### config.mk
export PLATFORM = sky130hd
export DESIGN_NAME = instr_fetch_unit
export DESIGN_NICKNAME = d
export VERILOG_FILES = /design/src/rtl/instr_fetch_unit.sv
export SDC_FILE = /design/constraint.sdc
export NUM_CORES = 1
export LEC_CHECK = 0
export BUFFER_PORTS_ARGS = -buffer_cell sky130_fd_sc_hd__buf_2
export CELL_PAD_IN_SITES_DETAIL_PLACEMENT = 0
export CELL_PAD_IN_SITES_GLOBAL_PLACEMENT = 2
export CORE_UTILIZATION = 31
export DETAILED_ROUTE_END_ITERATION = 10
export PLACE_DENSITY = 0.9
export SYNTH_ARGS = -nofsm -noshare
export SYNTH_HDL_FRONTEND = slang
export SYNTH_SLANG_ARGS = --single-unit
### constraint.sdc
create_clock -name clk_in -period 2.3 [get_ports clk_in]
set_input_delay 0.46 -clock clk_in [delete_from_list [all_inputs] [get_ports clk_in]]
set_output_delay 0.46 -clock clk_in [all_outputs]
set_load 0.005 [all_outputs]
### src/rtl/instr_fetch_unit.sv
// -----------------------------------------------------------------------------
// instr_fetch_unit
//
// Fetch stage of the RV32I core. Holds the program counter, issues one
// instruction-memory request at a time, registers the returned word together
// with its PC and presents it to the decoder. Downstream stalls freeze the
// output register. Branch/jump redirects restart fetch from a new PC and
// discard whatever fetch is still in flight.
//
// Handshakes:
//   imem request : a request is transferred on a cycle where imem_req_out and
//                  imem_gnt_in are both high. imem_addr_out is valid whenever
//                  imem_req_out is high. Exactly one response (imem_rvalid_in
//                  with imem_rdata_in) follows each transferred request, on
//                  any later cycle. A new request is never raised while a
//                  response is still owed.
//   decoder      : instr_out/pc_out are valid while instr_valid_out is high.
//                  They are consumed on any cycle with instr_valid_out=1 and
//                  stall_in=0, and are held unchanged while stall_in=1.
//
// Ports:
//   clk_in, rst_n_in             clock, asynchronous active-low reset
//   imem_req_out, imem_addr_out  fetch request and word-aligned address
//   imem_gnt_in                  request accepted this cycle
//   imem_rvalid_in/_rdata_in     response valid and instruction word
//   stall_in                     decoder cannot take instr_out this cycle
//   redirect_in/_pc_in           branch/jump taken, refetch from target
//   instr_out, pc_out            registered instruction and its PC
//   instr_valid_out              instr_out/pc_out valid
//   misaligned_out               one-cycle pulse for a misaligned target
//   opcode_out                   instr_out[6:2]
//   funct3_out                   instr_out[14:12]
//   funct7_5_out                 instr_out[30]
//   fsm_state_out                current fetch state (debug visibility)
//
// Build option:
//   FETCH_MISALIGN_TRAP_EN  when defined, a redirect whose target has
//                           non-zero bits [1:0] pulses misaligned_out on the
//                           following cycle. When undefined misaligned_out is
//                           tied low. Either way the low bits are dropped and
//                           fetch proceeds from the aligned address.
// -----------------------------------------------------------------------------
module instr_fetch_unit #(
    parameter logic [31:0] RESET_PC  = 32'h0000_0000,
    parameter logic [31:0] NOP_INSTR = 32'h0000_0013
) (
    input  logic        clk_in,
    input  logic        rst_n_in,
    output logic        imem_req_out,
    output logic [31:0] imem_addr_out,
    input  logic        imem_gnt_in,
    input  logic        imem_rvalid_in,
    input  logic [31:0] imem_rdata_in,
    input  logic        stall_in,
    input  logic        redirect_in,
    input  logic [31:0] redirect_pc_in,
    output logic [31:0] instr_out,
    output logic [31:0] pc_out,
    output logic        instr_valid_out,
    output logic        misaligned_out,
    output logic [4:0]  opcode_out,
    output logic [2:0]  funct3_out,
    output logic        funct7_5_out,
    output logic [1:0]  fsm_state_out
);

    typedef enum logic [1:0] {
        ST_RST  = 2'd0,   // first cycle out of reset, ignores all inputs
        ST_REQ  = 2'd1,   // request raised for pc_q
        ST_WAIT = 2'd2,   // one request outstanding
        ST_FULL = 2'd3    // output register holds an unconsumed instruction
    } state_t;

    state_t      state_q;
    logic [31:0] pc_q;        // next address to request
    logic [31:0] fetch_pc_q;  // address of the request in flight
    logic        kill_q;      // in-flight response belongs to a stale path
    logic        granted;
    logic [31:0] redirect_pc_aligned;

    // The request is a function of state only (plus stall in FULL), so the
    // memory side never sees it depend on its own grant.
    assign imem_req_out  = (state_q == ST_REQ) || ((state_q == ST_FULL) && !stall_in);
    assign imem_addr_out = pc_q;
    assign granted       = imem_req_out && imem_gnt_in;

    assign redirect_pc_aligned = {redirect_pc_in[31:2], 2'b00};

    assign opcode_out    = instr_out[6:2];
    assign funct3_out    = instr_out[14:12];
    assign funct7_5_out  = instr_out[30];
    assign fsm_state_out = state_q;

    always_ff @(posedge clk_in or negedge rst_n_in) begin
        if (!rst_n_in) begin
            state_q         <= ST_RST;
            pc_q            <= RESET_PC;
            fetch_pc_q      <= RESET_PC;
            kill_q          <= 1'b0;
            instr_out       <= NOP_INSTR;
            pc_out          <= RESET_PC;
            instr_valid_out <= 1'b0;
        end else if (state_q == ST_RST) begin
            // Any response still arriving from before reset is ignored here.
            state_q <= ST_REQ;
        end else if (redirect_in) begin
            // Redirect wins over everything, including a stall: the held
            // instruction is on the wrong path and is squashed.
            pc_q            <= redirect_pc_aligned;
            instr_valid_out <= 1'b0;
            instr_out       <= NOP_INSTR;
            if (((state_q == ST_WAIT) && !imem_rvalid_in) || granted) begin
                // A response is still owed; wait for it and throw it away.
                kill_q  <= 1'b1;
                state_q <= ST_WAIT;
            end else begin
                // Nothing owed (or the owed response is arriving right now
                // and is dropped), so the new path can be requested at once.
                kill_q  <= 1'b0;
                state_q <= ST_REQ;
            end
        end else begin
            case (state_q)
                ST_REQ: begin
                    if (imem_gnt_in) begin
                        fetch_pc_q <= pc_q;
                        pc_q       <= pc_q + 32'd4;
                        state_q    <= ST_WAIT;
                    end
                end
                ST_WAIT: begin
                    if (imem_rvalid_in) begin
                        if (kill_q) begin
                            kill_q  <= 1'b0;
                            state_q <= ST_REQ;
                        end else begin
                            instr_out       <= imem_rdata_in;
                            pc_out          <= fetch_pc_q;
                            instr_valid_out <= 1'b1;
                            state_q         <= ST_FULL;
                        end
                    end
                end
                ST_FULL: begin
                    // Stalled: everything holds. Otherwise the instruction is
                    // consumed this cycle and the next fetch overlaps it.
                    if (!stall_in) begin
                        instr_valid_out <= 1'b0;
                        instr_out       <= NOP_INSTR;
                        if (imem_gnt_in) begin
                            fetch_pc_q <= pc_q;
                            pc_q       <= pc_q + 32'd4;
                            state_q    <= ST_WAIT;
                        end else begin
                            state_q <= ST_REQ;
                        end
                    end
                end
                default: state_q <= ST_RST;
            endcase
        end
    end

`ifdef FETCH_MISALIGN_TRAP_EN
    logic misaligned_q;

    always_ff @(posedge clk_in or negedge rst_n_in) begin
        if (!rst_n_in) begin
            misaligned_q <= 1'b0;
        end else begin
            misaligned_q <= redirect_in && (state_q != ST_RST) &&
                            (redirect_pc_in[1:0] != 2'b00);
        end
    end

    assign misaligned_out = misaligned_q;
`else
    // Low target bits are silently dropped in this build.
    logic unused_redirect_lsb;
    assign unused_redirect_lsb = ^redirect_pc_in[1:0];
    assign misaligned_out      = 1'b0;
`endif

endmodule

==> results of run 1 <==
-- per-layer routing --
layer / track usage, % / vias to the layer above / part of all wire, %
li1: - / 2269 / -
met1: 22.9 / 2319 / 45
met2: 25.6 / 175 / 46
met3: 4.86 / 19 / 7.6
met5: 0 / - / 0
met4: 7.25 / 0 / 1.8
-- final cells by class --
cell class	count	share of cell area, %
clock inverter	14	3.49
clock buffer	18	5.83
timing repair buffer	194	14.3
multi-input combinational	368	30.5
tap	229	3.80
sequential	126	41.9
inverter	4	0.199
-- cells in the final DEF (no fill, tap or decap), drive strengths merged, types with 6 or more instances in the layout --
master | netlist | routed
a21oi | 23 | 23
a22o | 29 | 29
and3 | 8 | 8
and4 | 6 | 6
buf | 30 | 194
bufinv | 0 | 7
clkbuf | 18 | 18
dfrtp | 123 | 123
mux2 | 29 | 29
mux2i | 9 | 9
nand2 | 118 | 118
nand3 | 19 | 19
nand4 | 7 | 7
nor2 | 21 | 21
o21ai | 11 | 11
o22ai | 15 | 15
-- report_power, final --
group	switching (mW)	total [mW]	internal [mW]
clock network	0.995	3.17	2.17
logic	1.47	2.85	1.38
registers	0.784	3.84	3.05
total	3.25	9.85	6.60
-- state kept, by name, indices dropped and copies added (netlist names) --
register	count
fetch_pc_q	30
instr_out	32
instr_valid_out	1
imem_addr_out	30
kill_q	1
fsm_state_out	2
pc_out	30
-- synth_stat cells, types with 2 or more instances --
library cell    n
and3_1          7
buf_2          12
or4_1           4
nor2_1         20
a31oi_1         5
dfstp_2         3
nor3_1          5
buf_6           3
nand2_1       118
a221o_1         5
dfrtp_1       123
nand3b_1        2
a22o_1         29
or2_2           2
a22oi_1         4
buf_4          15
mux2_2         28
o22a_1          4
and4_2          3
clkbuf_1       18
mux2i_1         9
nand4_1         5
o31ai_1         2
a21oi_1        23
inv_1           4
nand2b_1        3
o221ai_1        2
o22ai_1        15
nand3_1        18
and4_4          2
nor2b_1         3
and2_1          5
or3_1           3
o21ai_0        11
o211ai_1        3
nand4_4         2
-- worst max path at each step --
stage                                         end  slack [ns]  cells after the start
floorplan           imem_addr_out[26]$_DFFE_PN0P_        0.45                      6
global placement    imem_addr_out[30]$_DFFE_PN0P_        0.19                      6
detailed placement      instr_out[11]$_DFFE_PN0P_        0.13                      6
CTS                     instr_out[11]$_DFFE_PN0P_        0.18                      4
global route            instr_out[28]$_DFFE_PN0P_        0.04                      4
finish                  instr_out[11]$_DFFE_PN0P_        0.19                      4
-- through the flow --
| step | utilization [%] | area (µm²) | hold slack [ns] | instances |
|---|---|---|---|---|
| global route | 41.8 | 7540 | 0.0340 | 953 |
| global placement | 37.9 | 6830 | 0.449 | 921 |
| detailed placement | 37.9 | 6830 | 0.455 | 921 |
| floorplan | - | 5740 | 0.164 | 546 |
| CTS | 41.8 | 7540 | 0.0114 | 953 |
| finish | 41.8 | 7540 | 0.00987 | 953 |
-- critical path: stages (launching register included) --
cell     delay (ns)
dfrtp_1        0.50
nor2b_1        0.19
o21ai_0        0.22
and2_1         0.86
a22o_1         0.26
-- kinds of logic after synthesis --
kind of cell             after synthesis  synth area share, %
flip-flops                           126                 55.1
adder cells (fa/ha/maj)                1                0.218
AO/OA/AOI/OAI                        115                 14.4
multiplexers                          38                 7.34
other                                  1               0.0655
buffers and inverters                 52                 5.05
AND/OR/NAND/NOR                      209                 17.9
==> key figures, run 1 <==
Run status
  – Status: completed

Setup path
  – Launching element of the worst setup path: fsm_state_out[1]$_DFFE_PN0P_
  – Required time of the critical path: 2.64 ns
  – Critical register-to-register path endpoint: instr_out[11]$_DFFE_PN0P_
  – Critical path start-end classification: reg -> reg
  – CP endpoint kind: register
  – Max FO, Critical Path: 30
  – Minimum setup slack among reg-to-reg paths: 0.19 ns
  – Number of cells on the worst reg-to-reg path: 4
  – Critical path arrival: 2.45 ns
  – Origin of the critical flop-to-flop path: fsm_state_out[1]$_DFFE_PN0P_
  – Critical Path Source Type: register

STA
  – Max Clk Rate: 473 MHz
  – Crit share post-route: 91.9%
  – Relative slew slack: 30.8%
  – Fin Setup TNS: 0 ns
  – Post-route worst setup slack: 0.186 ns
  – Shortest period the worst path allows: 2.11 ns
  – Final hold violation count: 0
  – Final number of max-transition violations: 0
  – Clock Skew: 0.00907 ns
  – Final setup violation count: 0
  – Setup repair after global routing missed its margin: false
  – Actual transition at the worst max-transition pin: 1.04 ns

Floorplan
  – Starting Density: 31.8%
  – Die Footprint: 19000 µm²
  – Area inside the core boundary: 18000 µm²
  – Std cell rows: 49
  – Die outline height: 138 µm
  – I/O pin count: 180
  – DIE WIDTH: 138 µm

Global routing
  – Wire length of the first global-routing pass: 24400 µm
  – Global routing usage summed across all routing layers: 17.1%
  – Pin count of the biggest net entering global routing: 61
  – Number of global-route vias before repair: 4565
  – Antenna violations before repair: 0
  – Overflow left after global routing: 0

Route
  – Post-route DRC violation count: 0
  – Antenna-violating nets left: 0
  – DR WL/cell: 16.7 µm
  – 1st-iter DRT viols: 337
  – First-pass detailed-route iteration total: 4
  – Detail-routed via count per cell: 5.02
  – Post-detailed-routing wire length: 15900 µm
  – Number of vias in the routed layout: 4782

Clock tree
  – CTS sink cnt: 126
  – CTS resizes: 0
  – Max Root-Sink Buffers: 2
  – TritonCTS clock tree: built
  – Hold bufs inserted after CTS: 0
  – Clock slew at the register clock pins of the worst setup and hold paths: 0.05 ns
  – Root Buffer: clkbuf_16
  – Number of H-tree levels: 4
  – Number of buffers inserted during clock tree synthesis: 17
  – Later-pin clock latency in the skew report: 0.42 ns
  – Setup repair bufs after CTS: 0

Cells and area
  – Layout area overhead: 31.6%
  – Layout net count: 782
  – Number of fill cells in the layout: 1737
  – Multi-input gate area: 2300 µm²
  – Flip-flop and latch area: 3160 µm²
  – Count of inserted antenna diode cells: 0
  – Share of cells above drive strength 1: 37.8%

Logic synthesis
  – Mean Syn Cell Area: 10.6 µm²
  – Sequential cell area fraction in the yosys report: 55.1%
  – Post-Syn Instances: 542
  – Post-synth cell types: 58
  – Async set-reset flop share out of synthesis: 100%
  – Synth top area share: 53.7%
  – Post-synthesis instance area: 5730 µm²
  – Leading post-synthesis cells by cell area: dfrtp_1 54%, nand2_1 7.7%, mux2_2 5.5%
  – Top flip-flop cell by instance count after synthesis: dfrtp_1
  – Number of enable-type register cells in the synthesized netlist: 0
  – Largest area contributor in the synthesized netlist: dfrtp_1
  – Flip-flop and latch count after synthesis: 126
  – Number of warnings printed during yosys synthesis: 0

Place
  – Routability cong.: 0.780
  – Placed wire-length estimate after detailed placement: 11400 µm
  – Number of buffers added on ports: 172
  – Worst setup timing slack at the placement stage: 0.126 ns

Hold path
  – Hold crit path type: in -> async

Pwr
  – Leakage power: 3.81 nW
  – Total power divided by cell area: 1310 nW/µm²
  – Peak ir drop on the vdd network: 0.000465 V
  – Post-layout power: 9.85 mW

Job
  – MaxCap Viol Count: 0
No activity file was read; power rests on OpenSTA's default activity.
==> run 2: changes to the inputs <==
--- a/config.mk
+++ b/config.mk
@@ -6,11 +6,13 @@
 export NUM_CORES = 1
 export LEC_CHECK = 0
 export BUFFER_PORTS_ARGS = -buffer_cell sky130_fd_sc_hd__buf_2
+export CAP_MARGIN = 20
 export CELL_PAD_IN_SITES_DETAIL_PLACEMENT = 0
 export CELL_PAD_IN_SITES_GLOBAL_PLACEMENT = 2
 export CORE_UTILIZATION = 31
 export DETAILED_ROUTE_END_ITERATION = 10
 export PLACE_DENSITY = 0.9
+export REMOVE_ABC_BUFFERS = 1
 export SYNTH_ARGS = -nofsm -noshare
 export SYNTH_HDL_FRONTEND = slang
 export SYNTH_SLANG_ARGS = --single-unit
==> run 2 against run 1 <==
  * Critical path depth unchanged
  * Clock power down 14%
  * Sequential share of layout area up 0.33 points
  * Utilization down 0.33 points
  * Critical endpoint is now instr_out[5]$_DFFE_PN0P_
  * Largest power group unchanged
==> key figures, run 2 (synthesis results as in run 1) <==
Place
  – Worst setup timing slack at the placement stage: 0.0848 ns (was 0.126 ns)
  – Placed wire-length estimate after detailed placement: 11300 µm (was 11400 µm)
  – Number of buffers added on ports: 172 (unchanged)
  – Routability cong.: 0.777 (was 0.780)
  – Post-placement cell count: 924 (was 921)

Global routing
  – Antenna violations before repair: 1 (was 0)
  – Overflow left after global routing: 0 (unchanged)
  – Pin count of the biggest net entering global routing: 48 (was 61)
  – Global routing usage summed across all routing layers: 17.6% (was 17.1%)
  – Number of global-route vias before repair: 4776 (was 4565)
  – Wire length of the first global-routing pass: 25200 µm (was 24400 µm)

Run status
  – Status: completed (unchanged)

Clock tree
  – Clock slew at the register clock pins of the worst setup and hold paths: 0.06 ns (was 0.05 ns)
  – Number of buffers inserted during clock tree synthesis: 17 (unchanged)
  – Setup repair bufs after CTS: 0 (unchanged)
  – CTS resizes: 0 (unchanged)
  – Later-pin clock latency in the skew report: 0.41 ns (was 0.42 ns)
  – Number of H-tree levels: 4 (unchanged)
  – Root Buffer: clkbuf_16 (unchanged)
  – Max Root-Sink Buffers: 2 (unchanged)
  – CTS sink cnt: 126 (unchanged)
  – TritonCTS clock tree: built (unchanged)

Cells and area
  – Commonest non-fill, non-tap cell in the layout: buf_2 (unchanged)
  – Register with the most flip-flops: instr_out (unchanged)
  – Share of cells above drive strength 1: 38.0% (was 37.8%)
  – Number of fill cells in the layout: 1790 (was 1737)
  – Flip-flop and latch area: 3160 µm² (unchanged)
  – Post-route non-filler standard cell count: 957 (was 953)
  – Layout net count: 786 (was 782)
  – Core occupancy in the finished layout: 41.5% (was 41.8%)
  – Multi-input gate area: 2300 µm² (about the same)
  – Largest register FFs: 32 (unchanged)
  – Layout area overhead: 30.6% (was 31.6%)
  – Most frequent cells in the layout: 171 x buf_2, 123 x dfrtp_1, 118 x nand2_1 (unchanged)

STA
  – Shortest period the worst path allows: 2.07 ns (was 2.11 ns)
  – Setup repair after global routing missed its margin: false (unchanged)
  – Post-route worst setup slack: 0.226 ns (was 0.186 ns)
  – Final hold violation count: 0 (unchanged)
  – Max Clk Rate: 482 MHz (was 473 MHz)
  – Final number of max-transition violations: 0 (unchanged)
  – Clock Skew: 0.0102 ns (was 0.00907 ns)
  – Crit share post-route: 90.2% (was 91.9%)
  – Final setup violation count: 0 (unchanged)
  – Relative slew slack: 28.5% (was 30.8%)
  – Actual transition at the worst max-transition pin: 1.07 ns (was 1.04 ns)

Setup path
  – CP endpoint kind: register (unchanged)
  – Critical path start-end classification: reg -> reg (unchanged)
  – Critical Path Source Type: register (unchanged)
  – Required time of the critical path: 2.64 ns (about the same)
  – Minimum setup slack among reg-to-reg paths: 0.23 ns (was 0.19 ns)
  – Critical path arrival: 2.41 ns (was 2.45 ns)
  – Max FO, Critical Path: 30 (unchanged)

Pwr
  – NetSw: 3.12 mW (was 3.25 mW)
  – Leakage power: 3.78 nW (was 3.81 nW)
  – Total power divided by cell area: 1240 nW/µm² (was 1310 nW/µm²)
  – Switching Share: 33.6% (was 33.0%)
  – Combinational share of power: 29.6% (was 28.9%)
  – Clock share of power: 29.3% (was 32.2%)
  – Part of the total power dissipated in sequential elements: 41.2% (was 38.9%)
  – Int Power: 6.16 mW (was 6.60 mW)
  – Peak ir drop on the vdd network: 0.000506 V (was 0.000465 V)

Route
  – Antenna-violating nets left: 0 (unchanged)
  – 1st-iter DRT viols: 248 (was 337)
  – Number of vias in the routed layout: 4779 (was 4782)
  – Post-detailed-routing wire length: 16000 µm (was 15900 µm)
  – Post-route DRC violation count: 0 (unchanged)
  – Detail-routed via count per cell: 4.99 (was 5.02)
  – First-pass detailed-route iteration total: 5 (was 4)
  – DR WL/cell: 16.7 µm (about the same)

Floorplan
  – Starting Density: 31.8% (unchanged)
  – Area inside the core boundary: 18000 µm² (unchanged)
  – Die outline height: 138 µm (unchanged)
  – Std cell rows: 49 (unchanged)
  – I/O pin count: 180 (unchanged)
  – DIE WIDTH: 138 µm (unchanged)
  – Die Footprint: 19000 µm² (unchanged)

Job
  – MaxCap Viol Count: 0 (unchanged)

Hold path
  – Hold crit path type: in -> reg (was in -> async)
[run 2: final timing paths]
path / depth (start not counted) / to / from
worst min-delay path: 2 / instr_out[16]$_DFFE_PN0P_ / imem_rdata_in[16]
worst min register to register: 2 / pc_out[21]$_DFFE_PN0P_ / fetch_pc_q[21]$_DFFE_PN0P_
worst max register to register: 4 / instr_out[5]$_DFFE_PN0P_ / fsm_state_out[1]$_DFFE_PN0P_
min in group asynchronous: 2 / pc_out[13]$_DFFE_PN0P_ / rst_n_in
worst max-delay path: 4 / instr_out[5]$_DFFE_PN0P_ / fsm_state_out[1]$_DFFE_PN0P_
max in group asynchronous: 3 / instr_out[0]$_DFFE_PN1P_ / rst_n_in
[run 2: layout make-up]
cell class | instances | area share [%]
inverter | 4 | 0.201
sequential | 126 | 42.2
multi-input combinational | 368 | 30.8
antenna | 1 | 0.0335
tap | 229 | 3.83
clock inverter | 11 | 1.89
clock buffer | 20 | 6.11
timing repair buffer | 198 | 14.9
[run 2: power by group through the flow]
stage	Sequential [mW]	Combinational [mW]	Clock, mW
3_5_place_dp	3.85	2.78	0
6_report	3.82	2.74	2.72
2_1_floorplan	3.79	1.40	0
4_1_cts	3.82	2.80	2.80
3_3_place_gp	3.81	2.68	0
5_1_grt	3.97	3.09	2.91
[run 2: critical path: stages, from the launching register on]
cell	delay [ns]
dfrtp_1	0.49
nor2b_1	0.18
o21ai_0	0.18
and2_1	0.86
a22o_1	0.26
[run 2: timing repair]
action | in CTS | in global routing
endpoints found under the hold margin | 45 | 0
hold buffers | 1 | 0
setup endpoints to repair | 0 | 0
[run 2: metal layers]
layer	GRT usage, %	wire [µm]	up-vias
met3	4.97	838	11
met1	21.8	7130	2367
met2	29.5	7830	132
met5	0	0	-
li1	-	-	2269
met4	5.43	164	0
[run 2: per-stage QoR]
| step | cell area [µm²] | power, mW | setup TNS, ns | hold WS (ns) |
|---|---|---|---|---|
| floorplan | 5470 | 5.19 | -8.53 | 0.164 |
| global placement | 6870 | 6.49 | 0 | 0.421 |
| detailed placement | 6870 | 6.64 | 0 | 0.430 |
| CTS | 7470 | 9.42 | 0 | 0.247 |
| global route | 7480 | 9.97 | 0 | 0.252 |
| finish | 7480 | 9.28 | 0 | 0.273 |
